==> src/rtl/npu_spi_pkg.sv <==
// Shared types and protocol constants for the NPU SPI command sequencer.
// The register address map is kept separately in npu_params.v.
package npu_spi_pkg;

  typedef enum logic [2:0] {
    WAIT_HDR,
    WAIT_ADDR,
    WAIT_DATA,
    BUS_WR,
    BUS_RD,
    RD_SHIFT
  } cmd_state_t;

  // Which half of the read buffer is presented on MISO.
  typedef enum logic [1:0] {
    TX_ZERO,
    TX_LO,
    TX_HI
  } tx_sel_t;

  localparam logic [7:0]  OP_WR    = 8'hFF;
  localparam logic [7:0]  OP_RD    = 8'h00;
  localparam logic [15:0] HDR_WORD = 16'hFFFF;

  // States in which the host owes us more bytes, so the inter-byte timer runs.
  function automatic logic cmd_open(input cmd_state_t s);
    return (s == WAIT_ADDR) || (s == WAIT_DATA) || (s == RD_SHIFT);
  endfunction

endpackage

==> src/rtl/npu_spi_word_asm.sv <==
// Pairs SPI bytes into 16-bit words (low byte first) and watches the
// inter-byte gap, flagging an abort when the host stalls mid-command.
module npu_spi_word_asm #(
  parameter int TIMEOUT_CYC = 1024
) (
  input  logic        npu_clk,
  input  logic        npu_reset,
  input  logic        spi_rx_valid,
  input  logic [7:0]  spi_rx_byte,
  input  logic        byte_discard,
  input  logic        cmd_open,
  output logic [15:0] word,
  output logic        word_vld,
  output logic        half,
  output logic        timeout_hit
);

  localparam int CW = $clog2(TIMEOUT_CYC + 1);
  localparam logic [CW-1:0] CNT_LAST = CW'(TIMEOUT_CYC - 1);

  logic [7:0]    low_reg;
  logic          half_reg;
  logic [15:0]   word_reg;
  logic          word_vld_reg;
  logic [CW-1:0] cnt_reg;
  logic          counting;

  assign counting    = half_reg || cmd_open;
  // A byte arriving on the last cycle reloads the timer instead of aborting.
  assign timeout_hit = counting && !spi_rx_valid && (cnt_reg == CNT_LAST);

  always_ff @(posedge npu_clk or posedge npu_reset) begin
    if (npu_reset) begin
      low_reg      <= 8'h00;
      half_reg     <= 1'b0;
      word_reg     <= 16'h0000;
      word_vld_reg <= 1'b0;
      cnt_reg      <= '0;
    end else begin
      word_vld_reg <= 1'b0;
      if (spi_rx_valid) begin
        cnt_reg <= '0;
        if (!byte_discard) begin
          if (half_reg) begin
            word_reg     <= {spi_rx_byte, low_reg};
            word_vld_reg <= 1'b1;
            half_reg     <= 1'b0;
          end else begin
            low_reg  <= spi_rx_byte;
            half_reg <= 1'b1;
          end
        end
      end else if (timeout_hit) begin
        cnt_reg  <= '0;
        half_reg <= 1'b0;
      end else if (counting) begin
        cnt_reg <= cnt_reg + 1'b1;
      end else begin
        cnt_reg <= '0;
      end
    end
  end

  assign word     = word_reg;
  assign word_vld = word_vld_reg;
  assign half     = half_reg;

endmodule

==> src/rtl/npu_spi_cmd_ctrl.sv <==
// SPI command sequencer: decodes header/op-addr/data words, issues one
// register-bus access per command and stages read data for MISO.
module npu_spi_cmd_ctrl #(
  parameter int          TIMEOUT_CYC = 1024,
  parameter logic [15:0] HDR_WORD    = npu_spi_pkg::HDR_WORD
) (
  input  logic        npu_clk,
  input  logic        npu_reset,
  input  logic        spi_rx_valid,
  input  logic [7:0]  spi_rx_byte,
  output logic [7:0]  spi_tx_byte,
  output logic        reg_req,
  output logic        reg_we,
  output logic [7:0]  reg_addr,
  output logic [15:0] reg_wdata,
  input  logic        reg_ack,
  input  logic [15:0] reg_rdata,
  output logic        cmd_busy,
  output logic        err_pulse
);

  import npu_spi_pkg::*;

  cmd_state_t  state_reg, state_next;
  tx_sel_t     tx_sel_reg, tx_sel_next;
  logic [7:0]  addr_reg, addr_next;
  logic [15:0] wdata_reg, wdata_next;
  logic [15:0] rd_buf_reg, rd_buf_next;
  logic        err_reg, err_next;
  logic        overrun_reg, overrun_next;

  logic [15:0] word;
  logic        word_vld;
  logic        half;
  logic        timeout_hit;
  logic        bus_state;

  assign bus_state = (state_reg == BUS_WR) || (state_reg == BUS_RD);

  npu_spi_word_asm #(
    .TIMEOUT_CYC (TIMEOUT_CYC)
  ) u_word_asm (
    .npu_clk      (npu_clk),
    .npu_reset    (npu_reset),
    .spi_rx_valid (spi_rx_valid),
    .spi_rx_byte  (spi_rx_byte),
    .byte_discard (bus_state),
    .cmd_open     (cmd_open(state_reg)),
    .word         (word),
    .word_vld     (word_vld),
    .half         (half),
    .timeout_hit  (timeout_hit)
  );

  always_ff @(posedge npu_clk or posedge npu_reset) begin
    if (npu_reset) begin
      state_reg   <= WAIT_HDR;
      tx_sel_reg  <= TX_ZERO;
      addr_reg    <= 8'h00;
      wdata_reg   <= 16'h0000;
      rd_buf_reg  <= 16'h0000;
      err_reg     <= 1'b0;
      overrun_reg <= 1'b0;
    end else begin
      state_reg   <= state_next;
      tx_sel_reg  <= tx_sel_next;
      addr_reg    <= addr_next;
      wdata_reg   <= wdata_next;
      rd_buf_reg  <= rd_buf_next;
      err_reg     <= err_next;
      overrun_reg <= overrun_next;
    end
  end

  always_comb begin
    state_next   = state_reg;
    tx_sel_next  = tx_sel_reg;
    addr_next    = addr_reg;
    wdata_next   = wdata_reg;
    rd_buf_next  = rd_buf_reg;
    err_next     = 1'b0;
    overrun_next = overrun_reg;

    if (timeout_hit) begin
      state_next  = WAIT_HDR;
      tx_sel_next = TX_ZERO;
      err_next    = 1'b1;
    end else begin
      case (state_reg)
        WAIT_HDR: begin
          if (word_vld && (word == HDR_WORD)) state_next = WAIT_ADDR;
        end
        WAIT_ADDR: begin
          if (word_vld) begin
            addr_next = word[7:0];
            if (word[15:8] == OP_WR) begin
              state_next = WAIT_DATA;
            end else if (word[15:8] == OP_RD) begin
              state_next   = BUS_RD;
              overrun_next = 1'b0;
            end else begin
              state_next = WAIT_HDR;
              err_next   = 1'b1;
            end
          end
        end
        WAIT_DATA: begin
          if (word_vld) begin
            wdata_next   = word;
            state_next   = BUS_WR;
            overrun_next = 1'b0;
          end
        end
        BUS_WR: begin
          if (spi_rx_valid) begin
            err_next     = 1'b1;
            overrun_next = 1'b1;
          end
          if (reg_ack) state_next = WAIT_HDR;
        end
        BUS_RD: begin
          if (spi_rx_valid) begin
            err_next     = 1'b1;
            overrun_next = 1'b1;
          end
          if (reg_ack) begin
            rd_buf_next = reg_rdata;
            // After an overrun the host is out of frame, so nothing is shifted.
            if (overrun_reg || spi_rx_valid) begin
              state_next = WAIT_HDR;
            end else begin
              tx_sel_next = TX_LO;
              state_next  = RD_SHIFT;
            end
          end
        end
        RD_SHIFT: begin
          if (spi_rx_valid && !half) tx_sel_next = TX_HI;
          if (word_vld) begin
            tx_sel_next = TX_ZERO;
            state_next  = WAIT_HDR;
          end
        end
        default: state_next = WAIT_HDR;
      endcase
    end
  end

  always_comb begin
    case (tx_sel_reg)
      TX_LO:   spi_tx_byte = rd_buf_reg[7:0];
      TX_HI:   spi_tx_byte = rd_buf_reg[15:8];
      default: spi_tx_byte = 8'h00;
    endcase
  end

  assign reg_req   = bus_state;
  assign reg_we    = (state_reg == BUS_WR);
  assign reg_addr  = addr_reg;
  assign reg_wdata = wdata_reg;
  assign cmd_busy  = (state_reg != WAIT_HDR);
  assign err_pulse = err_reg;

endmodule

==> config.mk <==
export PLATFORM = sky130hd
export DESIGN_NAME = npu_spi_cmd_ctrl
export DESIGN_NICKNAME = d
export VERILOG_FILES = /design/src/rtl/npu_spi_pkg.sv /design/src/rtl/npu_spi_word_asm.sv /design/src/rtl/npu_spi_cmd_ctrl.sv
export SDC_FILE = /design/constraint.sdc
export NUM_CORES = 1
export LEC_CHECK = 0
export ABC_AREA = 1
export ABC_CLOCK_PERIOD_IN_PS = 2840
export BUFFER_PORTS_ARGS = -buffer_cell sky130_fd_sc_hd__buf_2
export CAP_MARGIN = 0
export CELL_PAD_IN_SITES_DETAIL_PLACEMENT = 0
export CELL_PAD_IN_SITES_GLOBAL_PLACEMENT = 1
export CORE_ASPECT_RATIO = 0.7
export CORE_MARGIN = 3
export CORE_UTILIZATION = 39
export CTS_BUF_LIST = sky130_fd_sc_hd__clkbuf_2 sky130_fd_sc_hd__clkbuf_4 sky130_fd_sc_hd__clkbuf_8
export DETAILED_ROUTE_END_ITERATION = 16
export PLACE_DENSITY = 0.82
export REMOVE_ABC_BUFFERS = 1
export SLEW_MARGIN = 10
export SYNTH_ARGS = -nofsm -noshare
export SYNTH_HDL_FRONTEND = slang
export SYNTH_HIERARCHICAL = 1
export SYNTH_SLANG_ARGS = --single-unit
==> constraint.sdc <==
create_clock -name npu_clk -period 2.84 [get_ports npu_clk]
set_input_delay 0.426 -clock npu_clk [delete_from_list [all_inputs] [get_ports npu_clk]]
set_output_delay 0.426 -clock npu_clk [all_outputs]
set_load 0.02 [all_outputs]
==> results of run 1 <==
[logic make-up (layout without fill, tap and decap cells)]
family,after synthesis,count (layout)
buffers and inverters,56,127
AOI/OAI and AO/OA,49,49
muxes,24,24
adders and majority gates,3,3
and+or+nand+nor,202,202
DFF,84,84
xor gates and xnor gates,2,2
[report_power, final]
group	leakage (nW)	switching, W	internal (W)
registers	1.13	0.0000805	0.00129
logic	1.16	0.000155	0.0000882
clock network	0.0900	0.000416	0.000333
[final timing paths]
path / from / to / slack (ns)
min in group npu_clk: reg_rdata[5] / rd_buf_reg[5] / 0.29
worst min-delay path: npu_reset / u_word_asm/word[13] / 0.25
worst max-delay path: state_reg[2] / rd_buf_reg[8] / 0.48
max in group asynchronous: npu_reset / reg_wdata[5] / 1.90
worst max register to register: state_reg[2] / rd_buf_reg[8] / 0.48
worst min register to register: overrun_reg / overrun_reg / 0.48
[final cells by class]
cell class	instances	area (µm²)	area share
sequential	84	2102	0.4719
multi-input combinational	280	1516	0.3404
timing repair buffer	67	345.3	0.07753
inverter	45	168.9	0.03792
tap	124	155.1	0.03483
clock buffer	11	138.9	0.03118
clock inverter	4	27.53	0.006180
[layer usage]
layer | up-vias | GRT usage
li1 | 1476 | -
met1 | 1418 | 0.2149
met2 | 70 | 0.2343
met3 | 10 | 0.04597
met4 | 0 | 0.04134
met5 | - | 0
[cells in the mapped netlist, drive strengths merged]
cell    count
nand2     126
dfrtp      84
ha          3
clkbuf      4
o21ai      38
nor2       40
xor2        2
nand3      28
inv        45
nand4       5
a21oi      10
mux2       24
o21bai      1
and2        1
buf         7
nor3        2
[metrics by stage]
| stage | instances | setup slack [ns] | hold WS, ns | utilization |
|---|---|---|---|---|
| floorplan | 409 | 0.5524 | 0.4419 | - |
| global placement | 600 | 0.6220 | 0.4558 | 0.4598 |
| detailed placement | 600 | 0.5213 | 0.4592 | 0.4598 |
| CTS | 615 | 0.5017 | 0.2605 | 0.4777 |
| global route | 615 | 0.3480 | 0.2736 | 0.4777 |
| finish | 615 | 0.4812 | 0.2492 | 0.4777 |
[worst max-delay path, cell delays in order (launching register included)]
cell	delay, ns
dfrtp_1	0.44
inv_2	0.10
nand3_1	0.14
nand2_1	0.08
inv_1	0.08
nand2_1	0.05
nor2_1	0.09
nor2_1	0.06
nand4_1	0.10
inv_1	0.07
inv_1	0.31
nand3_4	0.33
mux2_4	0.38
==> impl_metrics.ini, run 1 <==
[status]
outcome = finished clean

[place]
io_buffers = 63
placed_cell_area_um2 = 4288
dp_hpwl_um = 5983
place_congestion = 0.8586

[timing]
rsz0062_at_grt = false
finalHoldViolCount = 0
finClkSkew_ns = 0.01217
fin_crit_sh = 0.8306
tns_ns = 0
setup_viol = 0
worst_pin_slew_ns = 1.011
slew_headroom = 0.3263
fin_crit_ns = 2.359
max_freq_ghz = 0.4239
slew_violations = 0

[synthesis]
yosysTopAreaCellShare = 0.5447
synth-simple-area-share = 0.2250
synth.avg_cell_area_um2 = 9.187
syn_area_um2 = 3859
synth_area_leaders = dfrtp_1 (54%), nand2_1 (12%), mux2_4 (5.4%)
synth_mux_area_frac = 0.08366
synth_top_family_by_area = simple AND/OR/NAND/NOR gates
synth_cells = 420
ys_warn_count = 6
yosysTopAreaCell = dfrtp_1
yosys_register_bits = 84
synth_xor_area_frac = 0.004540
yosys.cell_types.count = 27
synth_compound_area_frac = 0.07004
synthAdderAreaFrac = 0.009728
yosysSeqAreaShare = 0.5447

[worst_setup_path]
cp.arrival_ns = 2.60
start_kind = register
criticalPathCategory = register to register
r2r_cells = 12
worstPathRequired_ns = 3.08
critical_path.max_fanout = 16
worstSetupEndpointType = register

[global_routing]
grt_max_degree = 48
grt_use_total = 0.1530
grt.overflow.total = 0
grt_first_pass_wirelength_um = 13700
grt_pass1_vias = 2910
antenna_found_initial = 0

[layout]
postLayoutCellArea_um2 = 4454
fillCellCount = 895
nets = 518
mostFrequentLayoutCells = nand2_1 (122), dfrtp_1 (84), buf_2 (63)
antennaDiodeCount = 0
syn_to_final_growth_pct = 15.43
drive_above_1_share = 0.2566
final_common_cell = nand2_1

[cts]
cts_resized = 0
clock_path_buffers = 2
cts.sinks = 84
post-cts-setup-buffers = 0
h-tree-depth = 3
numCtsBuffers = 9
cts-root-buf = clkbuf_8
cts_hold_buf = 0
clkSlewWorstSetupHoldPaths_ns = 0.08
cts_tree = done
clk_latency_ns = 0.36

[power_and_ir_drop]
vdd_drop_max_v = 0.0001970
p_leak_nw = 2.381
power.total_w = 0.002364
power_density_nw_per_um2 = 530.7

[routing]
met2WireLength_um = 3636
m1WireLength_um = 4003
first_iter_violations = 205
vias = 2974
wirelength_um = 8161
ant_nets = 0
drc = 0
firstDrtPassIters = 4
vias_per_cell = 4.836
detail_route.wl_per_cell_um = 13.27
wl_met3_um = 435
top_layer = met4

[floorplan]
boundaryPins = 64
num_rows = 29
initial_core_util = 0.4138
die_area_um2 = 11140
die_y_um = 89.22
core_um2 = 9325
die_x_um = 124.9

[run]
max_cap_violations = 0

[min_path]
hp-class = input pin to asynchronous set/reset pin
Note: power is estimated with default switching activity, not from simulation.
==> run 2, diff against run 1 <==
--- a/config.mk
+++ b/config.mk
@@ -6,7 +6,7 @@
 export NUM_CORES = 1
 export LEC_CHECK = 0
 export ABC_AREA = 1
-export ABC_CLOCK_PERIOD_IN_PS = 2840
+export ABC_CLOCK_PERIOD_IN_PS = 2400
 export BUFFER_PORTS_ARGS = -buffer_cell sky130_fd_sc_hd__buf_2
 export CAP_MARGIN = 0
 export CELL_PAD_IN_SITES_DETAIL_PLACEMENT = 0
==> constraint.sdc (replaced) <==
create_clock -name npu_clk -period 2.4 [get_ports npu_clk]
set_input_delay 0.36 -clock npu_clk [delete_from_list [all_inputs] [get_ports npu_clk]]
set_output_delay 0.36 -clock npu_clk [all_outputs]
set_load 0.02 [all_outputs]
==> run 2 against run 1 <==
  * Combinational power rose by 20%
  * Core utilization up 1.1 points
  * Setup slack lost 0.25 ns
  * Highest routed layer unchanged
  * Critical path depth did not move
  * Count of clock-buffer cells in the layout is 1 lower
  * Critical path type unchanged
  * Sequential cell count unchanged
  * Hold slack got worse by 0.20 ns
  * Final cell count up 0.98%
  * Critical endpoint is now reg_wdata[14]
  * Power grew 29%
  * Register-to-register slack lost 0.25 ns
==> impl_metrics.ini, run 2 (synthesis results as in run 1) <==
[timing]
tns_ns = 0
finalHoldViolCount = 0
rsz0062_at_grt = false
fin_crit_ns = 2.173
slew_headroom = 0.6103
finClkSkew_ns = 0.01278
worst_pin_slew_ns = 0.5838
fin_crit_sh = 0.9053
setup_viol = 0
slew_violations = 0
max_freq_ghz = 0.4603

[worst_setup_path]
r2r-start = state_reg[2]
cp.arrival_ns = 2.43
start_kind = register
worstPathRequired_ns = 2.66
timing.rr.end = reg_wdata[14]
worstSetupEndpointType = register
r2r_cells = 12
critical_path.max_fanout = 14
criticalPathCategory = register to register
rrSetupSlack_ns = 0.23

[global_routing]
grt_use_total = 0.1548
grt_first_pass_wirelength_um = 13690
antenna_found_initial = 0
grt_pass1_vias = 2886
grt_max_degree = 38
grt.overflow.total = 0

[status]
outcome = finished clean

[floorplan]
num_rows = 29
die_y_um = 89.22
initial_core_util = 0.4138
die_x_um = 124.9
core_um2 = 9325
boundaryPins = 64
die_area_um2 = 11140

[power_and_ir_drop]
power.switching_w = 0.0008005
p_int_w = 0.002257
combPwrFrac = 0.095
pwr-share-clk = 0.374
power_frac_seq = 0.531
vdd_drop_max_v = 0.0002289
power_density_nw_per_um2 = 671.3
power.total_w = 0.003057
p_leak_nw = 2.431
swShare = 0.2618

[routing]
drc = 0
ant_nets = 0
wirelength_um = 7996
vias_per_cell = 4.720
vias = 2931
first_iter_violations = 137
firstDrtPassIters = 4
detail_route.wl_per_cell_um = 12.88

[run]
max_cap_violations = 0

[place]
io_buffers = 63
dp_cells = 605
place_congestion = 0.8130
dp_hpwl_um = 5974
placed_cell_area_um2 = 4325

[cts]
numCtsBuffers = 9
clkSlewWorstSetupHoldPaths_ns = 0.09
clock_path_buffers = 2
clk_latency_ns = 0.37
cts_tree = done
cts_hold_buf = 0
cts-root-buf = clkbuf_8
cts.sinks = 84
h-tree-depth = 3

[layout]
drive_above_1_share = 0.2676
final_common_cell = nand2_1
mostFrequentLayoutCells = nand2_1 (122), dfrtp_1 (84), buf_2 (63)
postLayoutCellArea_um2 = 4554
antennaDiodeCount = 0
final_cells = 621
syn_to_final_growth_pct = 18.03
nets = 523

[min_path]
hp-class = input pin to asynchronous set/reset pin
[run 2: cell count changes in the layout (fill, tap and decap cells not counted), moves of 2 or more]
cell       previous run  this run
buf_4                 4         9
clkinv_4              2         0
inv_6                 0         3
clkbuf_4              2         0
bufinv_16             0         2
[run 2: worst max-delay path by stage]
| stage | startpoint | endpoint | slack [ns] | depth (start not counted) |
|---|---|---|---|---|
| after floorplan | state_reg[2] | rd_buf_reg[10] | 0.11 | 12 |
| after global placement | state_reg[2] | rd_buf_reg[14] | 0.32 | 12 |
| after detailed placement | state_reg[2] | rd_buf_reg[13] | 0.24 | 12 |
| after CTS | state_reg[2] | rd_buf_reg[13] | 0.21 | 12 |
| after global routing | state_reg[2] | reg_wdata[15] | 0.005 | 12 |
| final | state_reg[2] | reg_wdata[14] | 0.23 | 12 |
[run 2: worst max-delay path, cell delays in order, from the launching register on]
cell     delay (ns)
dfrtp_1        0.43
inv_2          0.13
nand3_1        0.13
nand2_1        0.11
inv_1          0.06
nand2_1        0.05
nor2_1         0.04
nor2_1         0.12
nand4_1        0.12
inv_1          0.12
nor2_1         0.08
nand2_2        0.30
mux2_2         0.38
[run 2: what timing repair did]
action                     4_1_cts  5_1_grt
setup endpoints to repair        0        6
gates resized for setup          0        1
setup buffers                    0        0
hold endpoints to repair         0        0
[run 2: layout make-up]
cell class                 count  area, µm²
clock buffer                  10      137.6
clock inverter                 6      91.34
fill                         877       4771
inverter                      45      168.9
multi-input combinational    280       1516
sequential                    84       2102
tap                          124      155.1
timing repair buffer          72      382.9
[run 2: per-stage QoR]
| stage | util | hold WS [ns] | setup WS (ns) |
|---|---|---|---|
| global placement | 0.4638 | 0.4559 | 0.3232 |
| global route | 0.4884 | 0.1005 | 0.005363 |
| CTS | 0.4884 | 0.06477 | 0.2141 |
| detailed placement | 0.4638 | 0.4669 | 0.2384 |
| floorplan | - | 0.4419 | 0.1124 |
| finish | 0.4884 | 0.05288 | 0.2273 |
[run 2: power by group through the flow]
stage / sequential, W / combinational [W] / clock [W]
3_5_place_dp: 0.00165 / 0.000296 / 0
3_3_place_gp: 0.00165 / 0.000289 / 0
2_1_floorplan: 0.00163 / 0.000199 / 0
4_1_cts: 0.00162 / 0.000298 / 0.00118
6_report: 0.00162 / 0.000291 / 0.00114
5_1_grt: 0.00164 / 0.000347 / 0.00124
[run 2: per-layer routing]
| layer | vias to the layer above | routed length [µm] | GRT usage |
|---|---|---|---|
| li1 | 1477 | - | - |
| met1 | 1390 | 3933 | 0.2015 |
| met2 | 52 | 3571 | 0.2510 |
| met3 | 12 | 400 | 0.05254 |
| met4 | 0 | 91 | 0.04528 |
| met5 | - | 0 | 0 |
